[config.mk]
export PLATFORM = sky130hd
export DESIGN_NAME = spi_ram_burst_slave
export DESIGN_NICKNAME = d
export VERILOG_FILES = /design/src/rtl/spi_ram_pkg.sv /design/src/rtl/spi_ram_mem.sv /design/src/rtl/spi_ram_burst_slave.sv
export SDC_FILE = /design/constraint.sdc
export NUM_CORES = 2
export LEC_CHECK = 0
export BUFFER_PORTS_ARGS = -buffer_cell sky130_fd_sc_hd__buf_2
export CAP_MARGIN = 20
export CORE_ASPECT_RATIO = 2
export CORE_MARGIN = 2
export CORE_UTILIZATION = 60
export CTS_CLUSTER_SIZE = 12
export DETAILED_ROUTE_END_ITERATION = 16
export GPL_TIMING_DRIVEN = 1
export PLACE_DENSITY_LB_ADDON = 0.08
export SKIP_CTS_REPAIR_TIMING = 1
export SLEW_MARGIN = 20
export SYNTH_ARGS = -nofsm -noshare
export SYNTH_HDL_FRONTEND = slang
export SYNTH_SLANG_ARGS = --single-unit
[constraint.sdc]
create_clock -name clk -period 13.4 [get_ports clk]
set_input_delay 0 -clock clk [delete_from_list [all_inputs] [get_ports clk]]
set_output_delay 0 -clock clk [all_outputs]
set_load 0.02 [all_outputs]
[src/rtl/spi_ram_pkg.sv]
// spi_ram_pkg: FSM state and frame command encodings shared by the SPI RAM slave.
package spi_ram_pkg;

  typedef enum logic [2:0] {
    StIdle,
    StChkCmd,
    StWrite,
    StReadAdd,
    StReadData
  } state_e;

  // Top two frame bits.
  typedef enum logic [1:0] {
    CmdWrAddr = 2'b00,
    CmdWrData = 2'b01,
    CmdRdAddr = 2'b10,
    CmdRdData = 2'b11
  } cmd_e;

endpackage

[src/rtl/spi_ram_mem.sv]
// spi_ram_mem: single-port RAM, synchronous write, one-cycle registered read.
// Addresses at or beyond MEM_DEPTH are ignored on write and read back as zero.
module spi_ram_mem #(
  parameter int unsigned MEM_DEPTH  = 256,
  parameter int unsigned ADDR_SIZE  = 8,
  parameter int unsigned DATA_WIDTH = 8
) (
  input  logic                  clk_i,
  input  logic                  we_i,
  input  logic                  re_i,
  input  logic [ADDR_SIZE-1:0]  addr_i,
  input  logic [DATA_WIDTH-1:0] wdata_i,
  output logic [DATA_WIDTH-1:0] rdata_o
);

  logic [DATA_WIDTH-1:0] mem_q [MEM_DEPTH];
  logic [DATA_WIDTH-1:0] rdata_q;
  logic                  in_range;

  assign in_range = 32'(addr_i) < MEM_DEPTH;

  // Storage array and registered read port; no reset so contents survive rst.
  always_ff @(posedge clk_i) begin
    if (we_i && in_range) begin
      mem_q[addr_i] <= wdata_i;
    end
    if (re_i) begin
      rdata_q <= in_range ? mem_q[addr_i] : '0;
    end
  end

  assign rdata_o = rdata_q;

endmodule

[src/rtl/spi_ram_burst_slave.sv]
// spi_ram_burst_slave: SPI-framed RAM slave. A frame is a 2-bit command followed by a
// DATA_WIDTH payload, shifted in MSB first while SS_n is low. A read-data frame answers
// on MISO after one turnaround cycle.
// Optional feature: define SPI_RAM_AUTOINC_EN for pointer post-increment and streaming reads.
module spi_ram_burst_slave
  import spi_ram_pkg::*;
#(
  parameter int unsigned MEM_DEPTH  = 256,
  parameter int unsigned ADDR_SIZE  = 8,
  parameter int unsigned DATA_WIDTH = 8
) (
  input  logic clk,
  input  logic rst,
  input  logic SS_n,
  input  logic MOSI,
  output logic MISO
);

  localparam int unsigned FrameLen = DATA_WIDTH + 2;
  localparam int unsigned CntW     = $clog2(FrameLen + 1);
  localparam int unsigned TxCntW   = $clog2(DATA_WIDTH + 1);
  localparam logic [CntW-1:0] CntFull = CntW'(FrameLen);

`ifdef SPI_RAM_AUTOINC_EN
  localparam bit AutoInc = 1'b1;
`else
  localparam bit AutoInc = 1'b0;
`endif

  state_e                state_q, state_d;
  logic [CntW-1:0]       cnt_q, cnt_d;
  logic [FrameLen-1:0]   rx_q, rx_d;
  logic                  done_q, done_d;       // frame consumed, idle until deselect
  logic [ADDR_SIZE-1:0]  wr_ptr_q, wr_ptr_d;
  logic [ADDR_SIZE-1:0]  rd_ptr_q, rd_ptr_d;
  logic                  rd_pend_q, rd_pend_d;
  logic                  rd_issue_q, rd_issue_d; // RAM read launched last cycle
  logic [DATA_WIDTH-1:0] tx_q, tx_d;
  logic [TxCntW-1:0]     tx_cnt_q, tx_cnt_d;
  logic                  miso_q, miso_d;

  cmd_e                  cmd;
  logic                  mem_we, mem_re;
  logic [ADDR_SIZE-1:0]  mem_addr;
  logic [DATA_WIDTH-1:0] mem_rdata;

  function automatic logic [ADDR_SIZE-1:0] ptr_inc(input logic [ADDR_SIZE-1:0] p);
    if (32'(p) >= MEM_DEPTH - 1) return '0;
    return p + ADDR_SIZE'(1);
  endfunction

  assign cmd = cmd_e'(rx_q[FrameLen-1 -: 2]);

  // Next-state: frame shifting, command commit and MISO serialisation.
  always_comb begin
    state_d    = state_q;
    cnt_d      = cnt_q;
    rx_d       = rx_q;
    done_d     = done_q;
    wr_ptr_d   = wr_ptr_q;
    rd_ptr_d   = rd_ptr_q;
    rd_pend_d  = rd_pend_q;
    rd_issue_d = 1'b0;
    tx_d       = tx_q;
    tx_cnt_d   = tx_cnt_q;
    miso_d     = 1'b0;
    mem_we     = 1'b0;
    mem_re     = 1'b0;
    mem_addr   = rd_ptr_q;

    if (SS_n) begin
      state_d  = StIdle;
      cnt_d    = '0;
      done_d   = 1'b0;
      tx_cnt_d = '0;
    end else begin
      unique case (state_q)
        StIdle: begin
          state_d = StChkCmd;
          cnt_d   = '0;
          done_d  = 1'b0;
        end
        StChkCmd: begin
          rx_d    = {rx_q[FrameLen-2:0], MOSI};
          cnt_d   = CntW'(1);
          state_d = MOSI ? (rd_pend_q ? StReadData : StReadAdd) : StWrite;
        end
        default: begin
          if (!done_q) begin
            if (cnt_q != CntFull) begin
              rx_d  = {rx_q[FrameLen-2:0], MOSI};
              cnt_d = cnt_q + CntW'(1);
            end else begin
              done_d = 1'b1;
              unique case (cmd)
                CmdWrAddr: wr_ptr_d = rx_q[ADDR_SIZE-1:0];
                CmdWrData: begin
                  mem_we   = 1'b1;
                  mem_addr = wr_ptr_q;
                  if (AutoInc) wr_ptr_d = ptr_inc(wr_ptr_q);
                end
                CmdRdAddr: begin
                  // A read-address arriving with a read already pending is dropped.
                  if (state_q == StReadAdd) begin
                    rd_ptr_d  = rx_q[ADDR_SIZE-1:0];
                    rd_pend_d = 1'b1;
                  end
                end
                CmdRdData: begin
                  if (state_q == StReadData) begin
                    mem_re     = 1'b1;
                    rd_issue_d = 1'b1;
                    rd_pend_d  = AutoInc;
                    if (AutoInc) rd_ptr_d = ptr_inc(rd_ptr_q);
                  end
                end
              endcase
            end
          end
        end
      endcase

      // The registered read lands one cycle after launch; that cycle is the turnaround.
      if (rd_issue_q) begin
        miso_d   = mem_rdata[DATA_WIDTH-1];
        tx_d     = {mem_rdata[DATA_WIDTH-2:0], 1'b0};
        tx_cnt_d = TxCntW'(DATA_WIDTH - 1);
      end else if (tx_cnt_q != '0) begin
        miso_d   = tx_q[DATA_WIDTH-1];
        tx_d     = {tx_q[DATA_WIDTH-2:0], 1'b0};
        tx_cnt_d = tx_cnt_q - TxCntW'(1);
      end
    end
  end

  // State registers with synchronous reset; RAM contents are not touched by rst.
  always_ff @(posedge clk) begin
    if (rst) begin
      state_q    <= StIdle;
      cnt_q      <= '0;
      rx_q       <= '0;
      done_q     <= 1'b0;
      wr_ptr_q   <= '0;
      rd_ptr_q   <= '0;
      rd_pend_q  <= 1'b0;
      rd_issue_q <= 1'b0;
      tx_q       <= '0;
      tx_cnt_q   <= '0;
      miso_q     <= 1'b0;
    end else begin
      state_q    <= state_d;
      cnt_q      <= cnt_d;
      rx_q       <= rx_d;
      done_q     <= done_d;
      wr_ptr_q   <= wr_ptr_d;
      rd_ptr_q   <= rd_ptr_d;
      rd_pend_q  <= rd_pend_d;
      rd_issue_q <= rd_issue_d;
      tx_q       <= tx_d;
      tx_cnt_q   <= tx_cnt_d;
      miso_q     <= miso_d;
    end
  end

  assign MISO = miso_q;

  spi_ram_mem #(
    .MEM_DEPTH (MEM_DEPTH),
    .ADDR_SIZE (ADDR_SIZE),
    .DATA_WIDTH(DATA_WIDTH)
  ) u_mem (
    .clk_i  (clk),
    .we_i   (mem_we & ~rst),
    .re_i   (mem_re),
    .addr_i (mem_addr),
    .wdata_i(rx_q[DATA_WIDTH-1:0]),
    .rdata_o(mem_rdata)
  );

endmodule
# Yosys cells after proc, flatten, opt, wreduce, memory -nomap -nowiden
# Memory sizes are Yosys's and may differ from the RTL's. A register that Yosys moved wholly into a read port is not among the register bits.
# Cells that the tools add are included.
dict set report word_totals {
  memories 1
  ram_bits 2048
  reg_bits 49
}
dict set report op_classes {
  reduce_logical 17
  mux 39
  eq_ne 11
  n_bitwise 7
  add_sub_neg 2
}
# name words word_bits rd rd_clocked_by_memory_dff write_ports line
set memory_table {}
lappend memory_table {u_mem.mem_q 256 8 1 1 1 spi_ram_mem.sv:16} ;# logic [DATA_WIDTH-1:0] mem_q [MEM_DEPTH];
# operator n
set op_table {}
lappend op_table {{8-bit 2-to-1 mux} 7}
lappend op_table {{10-bit 2-to-1 mux} 2}
lappend op_table {{10-bit case mux with 2 select lines} 1}
lappend op_table {{1-bit 2-to-1 mux} 19}
lappend op_table {{3-bit 2-to-1 mux} 4}
lappend op_table {{4-bit 2-to-1 mux} 2}
lappend op_table {{4-bit case mux with 2 select lines} 1}
lappend op_table {{2-bit nonzero test} 4}
lappend op_table {{7-bit AND reduction} 1}
lappend op_table {{1-bit inverter} 6}
lappend op_table {{3-bit case mux with 2 select lines} 1}
lappend op_table {{6-bit AND reduction} 1}
lappend op_table {{5-bit AND reduction} 1}
lappend op_table {{4-bit by 1-bit adder with 4-bit output, second input constant} 1}
lappend op_table {{2-bit == test, second input constant} 2}
lappend op_table {{2-bit inequality test, second input constant} 2}
lappend op_table {{4-bit inequality test, second input constant} 1}
lappend op_table {{1-bit case mux with 2 select lines} 2}
lappend op_table {{2-bit AND reduction} 2}
lappend op_table {{4-bit AND reduction} 1}
lappend op_table {{4-bit nonzero test} 1}
lappend op_table {{2-bit OR reduction} 2}
lappend op_table {{4-bit by 1-bit subtractor with 4-bit output, second input constant} 1}
lappend op_table {{3-bit by 1-bit == test with 1-bit output, second input constant} 1}
lappend op_table {{other kinds (10)} 10}

# Depth between registers and ports, before layout
dict set report depth {
  word_depth 9
  ltp_mapped 16
  depth_no_buf 10
}

# Cells and area by module
# A second synthesis with hierarchy kept.
dict set report hier_totals {
  cells_unflattened 3775
  area_unflattened_um2 80848.8
}
# mod instances seq_area_each_um2 area_per_inst_um2 cells_per_inst
set by_module_without_submodules {}
lappend by_module_without_submodules {spi_ram_mem 1 61739.2 78572.9 3547}
lappend by_module_without_submodules {spi_ram_burst_slave 1 960.9 2275.9 228}

# Worst setup path after synthesis
# Ideal clock, no wire load.
dict set report synth_timing {
  path_kind {flip-flop to flip-flop}
  start {register rx_q[0]}
  end {memory u_mem.mem_q[0][0] (data pin)}
  t_arrival_ns 3.442
  setup_slack_ns 9.093
  required_time_ns 12.535
  n_path_buf 0
  path_stages_with_launch 1
  synth_period_minus_slack_ns 4.307
  cell_sequence {dfxtp_1}
}
# element line
set synth_lines {}
lappend synth_lines {{start: declaration} spi_ram_burst_slave.sv:32} ;# logic [FrameLen-1:0] rx_q, rx_d;
lappend synth_lines {{start signal: assignment} spi_ram_burst_slave.sv:153} ;# rx_q <= rx_d;
lappend synth_lines {{end: declaration} spi_ram_mem.sv:16}
# Straight into the memory's write port.

# Worst setup path after layout
dict set report layout_timing {
  start {register done_q}
  end {register u_mem.rdata_q[3], in the netlist u_mem.rdata_o[3] (read register of u_mem.mem_q) (data pin)}
}
dict set report layout_between {
  elab_chain_len 3
}
# element line
set layout_rtl {}
lappend layout_rtl {{start: declaration} spi_ram_burst_slave.sv:33} ;# logic done_q, done_d;
lappend layout_rtl {{start signal: assignment} spi_ram_burst_slave.sv:154} ;# done_q <= done_d;
lappend layout_rtl {{8-bit 2-to-1 mux / 1-bit 2-to-1 mux (equally long branches)} spi_ram_burst_slave.sv:89} ;# if (!done_q) begin
lappend layout_rtl {{8-bit 2-to-1 mux / 1-bit 2-to-1 mux (equally long branches)} spi_ram_burst_slave.sv:77} ;# unique case (state_q)
lappend layout_rtl {{8-bit 2-to-1 mux / 1-bit 2-to-1 mux (equally long branches)} spi_ram_burst_slave.sv:71} ;# if (SS_n) begin
lappend layout_rtl {{end: declaration} spi_ram_mem.sv:17} ;# logic [DATA_WIDTH-1:0] rdata_q;
# Parallel ways exist; a longest one is shown, timed or not.
# A chain may end at the register's enable or synchronous reset.

==> results.cfg <==
[routing]
firstDrtPassIters = 6
routed_wl_mm = 247
ant_nets = 0
drtIter0Drc = 6078
avgViaCountPerCell = 6.87
avgRoutedWirePerCell_um = 32.3
drc = 0
vias = 52654

[final_layout]
fin_area_um2 = 91200
final_nets = 5748
layout-drive-gt1-share_pct = 7.40
final-seq-area_um2 = 62700
multi_input_area_um2 = 19700
fillerInstances = 10021
final_core_util_pct = 65.4
syn2layout_area_growth_pct = 8.45
instances_no_fill = 7660

[pwr]
leakagePower_nw = 28.9
peakVddDrop_mv = 0.108
p_total_mw = 12.2
power_per_cell_area_nw_per_um2 = 134

[die]
die_h_um = 533
dieArea_um2 = 143000
initial_core_util_pct = 60.3
io_pins = 5
rows = 194
coreArea_um2 = 139000
die_width_um = 269

[worst_setup_path]
cpLargestDelayFamily = simple AND/OR/NAND/NOR gates
critPathCaptureType = register
path_max_fanout = 67
max_stage_delay_ns = 0.89
timing.rr.end = u_mem.rdata_o[3]$_DFFE_PP_
arrival_ns = 6.24
critPathLaunchType = register
cpMaxStageDelayCell = o41ai_2
worstReg2RegStart = done_q$_SDFFE_PP0N_
r2r_slack_ns = 7.68
cp_cell_sequence = nor3_1 > and4_2 > nor2_4 > buf_4 > buf_4 > buf_4 > nand2_1 > a311oi_1 > or4_1 > o41ai_2 > o2111ai_1
crit_type = reg -> reg
reg2regPathDepth = 11
cpMostUsedCell = buf_4
crit_required_ns = 13.91
critPathBufInv = 3

[yosys]
ys_ff_latch = 2104
synth_top_family_by_area = simple AND/OR/NAND/NOR gates
syn_area_um2 = 84000
synth_cell_types = 52
ys.flop_type = edfxtp_1
synth_compound_area_share_pct = 10.6
synth_adder_area_share_pct = 0.0595
synthSimpleGateAreaFrac_pct = 11.7
synth_xor_area_share_pct = 0.0521
synth-edff-count = 2056
synthesis.instances = 5929
synth.net_count = 5937
async_flop_share_pct = 0
synth.avg_cell_area_um2 = 14.2
synth_mux_area_share_pct = 0.659
yosys_warnings = 0
synth.yosys.seq_area_share_pct = 74.6

[clock_network]
cts_buffer_depth = 4
cts.htree.levels = 4
ctsRootBufferMaster = clkbuf_16
cts.reportedPaths.clkPinSlew_ns = 0.07
clk_latency_ns = 0.84
tritoncts = yes
numClockSinks = 2104
numCtsBuffers = 201

[hold_path]
min_path_cells = 5
min_to = state_q[1]$_SDFFE_PP0P_
hold_start = MOSI
hold_class = in -> reg

[timing]
hold_violations = 0
final_max_slew_viol_count = 0
setup_ws_ns = 7.68
tightest_slew_ns = 1.20
fin_skew_ns = 0.0375
fin_crit_sh_pct = 42.7
rsz0062_at_grt = false
max_freq_mhz = 175
whs_ns = 0.192
slew_headroom_pct = 18.9
setup-tns-final_ns = 0
finalSetupViolations = 0
min_period_ns = 5.72

[placed_design]
detailed_place_hpwl_mm = 147
dp_cells = 7391
dpl-instance-area_um2 = 85700
dp_slack_ns = 7.75
gp_congestion = 0.881
portBuffers = 4

[global_route]
grt_pass1_wl_mm = 354
first_global_vias = 51833
track_usage_pct = 34.4
grt_max_degree = 211
grt_antenna_before_repair = 6
overflow = 0

[status]
status = complete, no violations

[flow_run]
maxCapViolations = 0
where the power goes:
part | internal [mW] | switching, mW | total (mW)
Sequential | 7.13 | 0.0124 | 7.14
Clock | 2.71 | 2.26 | 4.98
Combinational | 0.0285 | 0.0559 | 0.0844
Total | 9.88 | 2.33 | 12.2
placed cells by master (no fill, tap or decap), types with 83 or more instances in the layout:
master | Yosys | final
a211oi_1 | 454 | 454
a21oi_1 | 149 | 148
a311oi_1 | 320 | 320
and3_1 | 446 | 446
buf_4 | 1 | 83
clkbuf_16 | 0 | 203
edfxtp_1 | 2056 | 2056
nand2_1 | 985 | 972
nand3_1 | 130 | 130
nor2_1 | 320 | 318
sequential cells by signal, indices dropped and copies added, names as in the netlist, 3 cells and up:
register	count
cnt_q	4
rd_ptr_q	8
rx_q	10
state_q	3
tx_cnt_q	4
tx_q	7
u_mem.mem_q	2048
u_mem.rdata_o	8
wr_ptr_q	8
how the worst max path moves through the flow:
| stage | from | endpoint | slack (ns) | cells after the start |
|---|---|---|---|---|
| 2_1_floorplan | rx_q[0]$_SDFFE_PP0P_ | u_mem.mem_q[0][0]$_DFFE_PP_ | 9.09 | 0 |
| 3_3_place_gp | cnt_q[0]$_SDFFE_PP0P_ | u_mem.rdata_o[5]$_DFFE_PP_ | 7.58 | 11 |
| 3_5_place_dp | cnt_q[0]$_SDFFE_PP0P_ | u_mem.rdata_o[6]$_DFFE_PP_ | 7.75 | 12 |
| 4_1_cts | cnt_q[0]$_SDFFE_PP0P_ | u_mem.rdata_o[6]$_DFFE_PP_ | 7.74 | 12 |
| 5_1_grt | cnt_q[1]$_SDFFE_PP0P_ | u_mem.rdata_o[3]$_DFFE_PP_ | 7.48 | 11 |
| 6_report | done_q$_SDFFE_PP0N_ | u_mem.rdata_o[3]$_DFFE_PP_ | 7.68 | 11 |
synthesized netlist by cell type, types with 40 or more instances:
| library cell | n | area share (%) |
|---|---|---|
| nor4b_1 | 66 | 0.69 |
| mux2i_1 | 45 | 0.54 |
| nand3_1 | 130 | 0.77 |
| a211oi_1 | 454 | 4.1 |
| a31o_2 | 40 | 0.42 |
| a311oi_1 | 320 | 3.3 |
| a21oi_1 | 149 | 0.89 |
| edfxtp_1 | 2056 | 73 |
| dfxtp_1 | 48 | 1.1 |
| or4_1 | 64 | 0.57 |
| nor2_1 | 320 | 1.4 |
| clkbuf_1 | 431 | 1.9 |
| and3_1 | 446 | 3.3 |
| nand2_1 | 985 | 4.4 |
| a32oi_1 | 64 | 0.67 |
| o21ai_0 | 68 | 0.40 |
worst register-to-register path, stage by stage, from the launching register on:
cell,delay (ns)
dfxtp_1,0.35
nor3_1,0.54
and4_2,0.78
nor2_4,0.22
buf_4,0.39
buf_4,0.50
buf_4,0.56
nand2_1,0.18
a311oi_1,0.11
or4_1,0.64
o41ai_2,0.89
o2111ai_1,0.26
kinds of logic (layout without fill, tap and decap cells):
family | Yosys count | after routing
AOI/OAI and AO/OA | 1175 | 1175
muxes | 54 | 54
adders and majority gates | 4 | 4
DFF | 2104 | 2104
and+or+nand+nor | 2075 | 2075
other | 0 | 3
buffers and inverters | 512 | 378
xor gates and xnor gates | 5 | 5
routing by layer:
metal	up-vias	wire [um]	part of all wire (%)	track usage, %
li1	22670	-	-	-
met2	2669	126000	51	59.1
met5	-	43	0.017	0
met3	712	18200	7.3	5.18
met1	26597	83700	34	40.0
met4	6	19000	7.7	22.7
cell type report:
cell class / instances / share of cell area, %
flip-flops and latches: 2104 / 68.8
multi-input cells: 3313 / 21.6
clock buffers: 256 / 5.79
well taps: 1862 / 2.56
repair buffers: 108 / 1.13
inverters: 12 / 0.0494
clock inverters: 2 / 0.0316
diodes: 3 / 0.00824
Power figures use the tool's default switching activity.
